`src/rtl/hc595_scan_ctrl.sv`:
```
// hc595_scan_ctrl
// Scans a 6-digit seven-segment display that sits behind a 74HC595 chain.
// Each digit slot goes through the same steps:
//   1. Snapshot the slot's value and decimal point.
//   2. Build a 16-bit word {seg, sel}.
//   3. Shift the word out MSB first on ds/shcp.
//   4. Latch it with stcp.
//   5. Hold it for SCAN_CYCLES cycles, then move to the next slot.
// Ports:
//   clk, rst        clock, asynchronous active-high reset
//   en              scan enable, sampled in IDLE and at HOLD exit
//   dis1..dis6      digit values for slots 0..5
//                   (0-9 numerals, 10 '-', 11-15 blank)
//   dp_mask         per-slot decimal point enable
//   oe_595          595 output enable, active-low
//   shcp_595        595 shift clock
//   stcp_595        595 storage latch clock
//   ds              595 serial data
//   frame_done      one-cycle pulse after slot 5 is latched
// All outputs are registers.
module hc595_scan_ctrl #(
  parameter int CLK_DIV     = 2,
  parameter int SCAN_CYCLES = 50000
) (
  input  logic       clk,
  input  logic       rst,
  input  logic       en,
  input  logic [3:0] dis1,
  input  logic [3:0] dis2,
  input  logic [3:0] dis3,
  input  logic [3:0] dis4,
  input  logic [3:0] dis5,
  input  logic [3:0] dis6,
  input  logic [5:0] dp_mask,
  output logic       oe_595,
  output logic       shcp_595,
  output logic       stcp_595,
  output logic       ds,
  output logic       frame_done
);

  localparam int CMAX = (CLK_DIV > SCAN_CYCLES) ? CLK_DIV : SCAN_CYCLES;
  localparam int CW   = $clog2(CMAX + 1);
  localparam logic [CW-1:0] DIV_LAST  = CW'(CLK_DIV - 1);
  localparam logic [CW-1:0] HOLD_LAST = CW'(SCAN_CYCLES - 1);

  typedef enum logic [2:0] {IDLE, LOAD, SHIFT, LATCH, HOLD} state_t;

  state_t         state;
  logic [CW-1:0]  cnt;
  logic [3:0]     bit_cnt;
  logic [15:0]    word;   // remaining bits; word[15] is the bit on ds
  logic [2:0]     slot;

  logic [3:0]     dig;
  logic           dp;
  logic [7:0]     seg;
  logic [7:0]     sel;
  logic [15:0]    word_new;

  // Pick the current slot's digit and decimal point.
  always_comb begin
    dig = dis1;
    dp  = dp_mask[0];
    case (slot)
      3'd0: begin dig = dis1; dp = dp_mask[0]; end
      3'd1: begin dig = dis2; dp = dp_mask[1]; end
      3'd2: begin dig = dis3; dp = dp_mask[2]; end
      3'd3: begin dig = dis4; dp = dp_mask[3]; end
      3'd4: begin dig = dis5; dp = dp_mask[4]; end
      3'd5: begin dig = dis6; dp = dp_mask[5]; end
      default: ;
    endcase
  end

  // Active-low segment decode: bit 7 is dp, bits 6..0 are g..a.
  always_comb begin
    case (dig)
      4'd0:    seg = 8'hC0;
      4'd1:    seg = 8'hF9;
      4'd2:    seg = 8'hA4;
      4'd3:    seg = 8'hB0;
      4'd4:    seg = 8'h99;
      4'd5:    seg = 8'h92;
      4'd6:    seg = 8'h82;
      4'd7:    seg = 8'hF8;
      4'd8:    seg = 8'h80;
      4'd9:    seg = 8'h90;
      4'd10:   seg = 8'hBF;
      default: seg = 8'hFF;
    endcase
    if (dp) seg[7] = 1'b0;
  end

  // Active-low one-hot digit select.
  assign sel      = ~(8'd1 << slot);
  assign word_new = {seg, sel};

  always_ff @(posedge clk or posedge rst) begin
    if (rst) begin
      state      <= IDLE;
      cnt        <= '0;
      bit_cnt    <= '0;
      word       <= '0;
      slot       <= '0;
      oe_595     <= 1'b1;
      shcp_595   <= 1'b0;
      stcp_595   <= 1'b0;
      ds         <= 1'b0;
      frame_done <= 1'b0;
    end else begin
      frame_done <= 1'b0;
      case (state)
        IDLE: begin
          shcp_595 <= 1'b0;
          stcp_595 <= 1'b0;
          ds       <= 1'b0;
          if (en) state <= LOAD;
        end

        // Snapshot the inputs. Present the MSB so it is already valid
        // in the first SHIFT cycle.
        LOAD: begin
          word     <= word_new;
          ds       <= word_new[15];
          shcp_595 <= 1'b0;
          cnt      <= '0;
          bit_cnt  <= '0;
          state    <= SHIFT;
        end

        // Each bit is a low half then a high half on shcp,
        // each half lasting CLK_DIV cycles.
        SHIFT: begin
          if (cnt == DIV_LAST) begin
            cnt <= '0;
            if (!shcp_595) begin
              shcp_595 <= 1'b1;
            end else begin
              shcp_595 <= 1'b0;
              if (bit_cnt == 4'd15) begin
                ds       <= 1'b0;
                stcp_595 <= 1'b1;
                state    <= LATCH;
              end else begin
                bit_cnt <= bit_cnt + 4'd1;
                ds      <= word[14];
                word    <= {word[14:0], 1'b0};
              end
            end
          end else begin
            cnt <= cnt + CW'(1);
          end
        end

        // stcp falls on entry to HOLD. Outputs turn on at that point
        // and stay on while scanning continues.
        LATCH: begin
          if (cnt == DIV_LAST) begin
            cnt        <= '0;
            stcp_595   <= 1'b0;
            oe_595     <= 1'b0;
            frame_done <= (slot == 3'd5);
            state      <= HOLD;
          end else begin
            cnt <= cnt + CW'(1);
          end
        end

        HOLD: begin
          if (cnt == HOLD_LAST) begin
            cnt  <= '0;
            slot <= (slot == 3'd5) ? 3'd0 : slot + 3'd1;
            if (en) begin
              state <= LOAD;
            end else begin
              oe_595 <= 1'b1;
              state  <= IDLE;
            end
          end else begin
            cnt <= cnt + CW'(1);
          end
        end

        default: state <= IDLE;
      endcase
    end
  end

endmodule

```
`config.mk`:
```
export PLATFORM = sky130hd
export DESIGN_NAME = hc595_scan_ctrl
export DESIGN_NICKNAME = d
export VERILOG_FILES = /design/src/rtl/hc595_scan_ctrl.sv
export SDC_FILE = /design/constraint.sdc
export NUM_CORES = 1
export LEC_CHECK = 0
export ABC_CLOCK_PERIOD_IN_PS = 2800
export CAP_MARGIN = 20
export CORE_UTILIZATION = 30
export CTS_CLUSTER_DIAMETER = 120
export DETAILED_ROUTE_END_ITERATION = 8
export GPL_TIMING_DRIVEN = 0
export HOLD_SLACK_MARGIN = 0.12
export PLACE_DENSITY = 0.55
export SYNTH_ARGS = -nofsm -noshare
export SYNTH_HDL_FRONTEND = slang
export SYNTH_SLANG_ARGS = --single-unit
```
`constraint.sdc`:
```
create_clock -name clk -period 2.8 [get_ports clk]
set_input_delay 0.56 -clock clk [delete_from_list [all_inputs] [get_ports clk]]
set_output_delay 0.56 -clock clk [all_outputs]
set_load 0.05 [all_outputs]
```
==> impl_metrics.ini <==
[sta]
finalMaxSlewViolations = 0
fin_skew_ns = 0.00865
fmax_ghz = 0.375
worst_slack_ns = 0.131
setup_violations = 0
fin_crit_ns = 2.67
worst_slew_pin_slew_ns = 0.598
hold_violations = 0
period_share = 0.953
whs_ns = 0.476
slew_headroom = 0.600

[setup_path]
path_cells = buf_6 > buf_4 > and2_1 > ha_2 > buf_6 > nand2_1 > o21ai_0 > o32a_2 > ha_1 > nand2b_1 > a31oi_1 > mux2_2
path_buf_inv = 3
arrival_ns = 2.86
cpLargestDelayFamily = compound AO/OA/AOI/OAI gates
startpoint_type = flip-flop
path_class = reg -> reg
cpMaxStageDelayCell = o32a_2
cp.depth = 12
max_stage_delay_ns = 0.42
path_common_cell = buf_6
reg2reg_depth = 12
crit_required_ns = 2.99
end_kind = flip-flop
path_max_fanout = 10

[floorplanning]
die-area_mm2 = 0.0103
die_w_um = 102
core_mm2 = 0.00942
ioPinCount = 38
rows = 35
fp.dieH_um = 102
start_util = 0.315

[global_route]
grt_start_max_net_pins = 40
grt_first_pass_wirelength_mm = 12.7
first_global_vias = 2543
gr-usage-all-layers = 0.156
antenna_found_initial = 0
gr-total-overflow = 0

[logic_synthesis]
synth_cell_type_count = 68
syn_inst = 344
yosys_warnings = 0
mappedNetlistArea_mm2 = 0.00297
synth-edff-count = 0
synth_top_area_frac = 0.379
syn_nets = 385
synth_area_per_cell_um2 = 8.63
yosys-top-cells-area = dfrtp_1 38%, o21ai_0 5.4%, a21oi_1 5.2%
ys_async_sr_fraction = 1.00
yosysTopAreaCell = dfrtp_1
synth-main-ff-cell = dfrtp_1
ys_ff_latch = 46
synth.most_common_cell = dfrtp_1
synth_common_cells = 45 x dfrtp_1, 32 x o21ai_0, 31 x a21oi_1, 31 x nand2_1, 31 x nor2_1
synth_seq_area_share = 0.388

[power_and_ir_drop]
power_switching_share = 0.424
intPower_mw = 1.48
p_seq_frac = 0.365
comb_power_share = 0.477
leakagePower_nw = 1.50
powerDensity_mw_per_mm2 = 699
p_total_mw = 2.57
max-vdd-ir-drop_uv = 342
pwr-share-clk = 0.158
power_switching_mw = 1.09

[route]
post_drt_via_cell_ratio = 5.03
drt_pass1_iterations = 4
drtIter0Drc = 78
vias = 2623
ant_nets = 0
avgRoutedWirePerCell_um = 14.5
routed_wl_mm = 7.54
post-route-drc-count = 0

[cells_and_area]
area_growth_pct = 23.9
fin_cells = 521
fin_nets = 432
antennaDiodeCount = 0
drive_gt1_frac = 0.122
final_util = 0.391

[clock_tree]
cts_tree = built
hold_buffers = 0
h-tree-depth = 2
cts_made_buffers = 5
clkLatencyLatePin_ns = 0.30
clkTransAtPathRegs_ns = 0.09
clock-sinks = 46
root_buffer = clkbuf_8
clockBufferDepth = 2

[placed_design]
place.gp.congestion = 0.831
portBuffers = 37
dp_slack_ns = -0.262
dp.cells = 511
hpwl_mm = 5.54

[hold_path]
holdCritPathClass = in -> async

[run_status]
outcome = completed

[run]
cap_violations = 0
per-stage QoR:
stage	setup TNS [ns]	instance area, um2
after floorplan	0	2970
after global placement	-0.746	3500
after detailed placement	-0.559	3520
after CTS	0	3640
after global routing	-0.00896	3680
final	0	3680
cell type report:
class	count	area, um2
fillers	943	5730
multi-input cells	264	1700
flip-flops and latches	46	1150
repair buffers	40	405
well taps	129	161
plain buffers	21	123
clock buffers	5	68.8
inverters	13	48.8
clock inverters	3	21.3
worst reg2reg max path, delay by kind of cell (launching register included):
kind	cells	cell delay, ns
AOI/OAI and AO/OA	3	0.58
adders and majority gates	2	0.49
buffers and inverters	3	0.48
DFF	1	0.40
and+or+nand+nor	3	0.35
muxes	1	0.27
power groups by stage:
stage               registers (mW)  clock network [mW]  logic (mW)
detailed placement           0.950                   0        1.23
finish                       0.940               0.407        1.23
global placement             0.948                   0        1.21
floorplan                    0.988                   0       0.839
global route                 0.958               0.458        1.38
CTS                          0.938               0.428        1.23
cell families (layout without fill, tap and decap cells):
kind of cell               after synthesis  in the layout  share of synthesized area
muxes                                   11             11                     0.0388
and+or+nand+nor                        133            133                      0.235
AOI/OAI and AO/OA                      107            107                      0.234
xor gates and xnor gates                 5              5                     0.0147
buffers and inverters                   34             82                     0.0552
adders and majority gates                8              8                     0.0337
DFF                                     46             46                      0.388
metal layers:
layer  GRT usage  routed length [um]  vias up
met2       0.263                3670       39
li1            -                   -     1328
met5           0                   0        -
met1       0.212                3630     1254
met3      0.0248                 218        2
met4      0.0279                  19        0
path summary, 6_finish.rpt:
check	startpoint	endpoint	slack [ns]
worst max-delay path	slot[0]$_DFFE_PP0P_	word[9]$_DFFE_PP0P_	0.13
worst min-delay path	rst	cnt[7]$_DFFE_PP0P_	0.48
worst max register to register	slot[0]$_DFFE_PP0P_	word[9]$_DFFE_PP0P_	0.13
worst min register to register	bit_cnt[0]$_DFFE_PP0P_	bit_cnt[0]$_DFFE_PP0P_	0.51
max in group asynchronous	rst	oe_595$_DFFE_PP1P_	1.81
min in group clk	bit_cnt[0]$_DFFE_PP0P_	bit_cnt[0]$_DFFE_PP0P_	0.51
repair_timing:
item,in CTS,in global routing
buffers inserted,0,2
endpoints found under the setup margin,5,7
endpoints found under the hold margin,0,0
gates resized for setup,6,8
pin swaps,0,1
sequential cells by signal (all words and copies together) (netlist names), 3 cells and up:
register	cells
state	3
word	15
cnt	16
bit_cnt	4
slot	3
cells in the final DEF, fill, tap and decap left out, drive strengths merged, types with 4 or more instances in the layout:
cell type,count
inv,12
and2,7
nand2,32
o21ai,33
a21o,5
nor4,4
nor2,31
clkbuf,12
mux2i,7
nor3b,4
nand4,4
clkdlybuf4s50,37
ha,8
a21oi,31
dfrtp,45
a31oi,5
a211oi,5
and3,6
mux2,4
nor2b,4
buf,17
nand2b,6
a22o,4
nand3,17
Power figures use the tool's default switching activity.
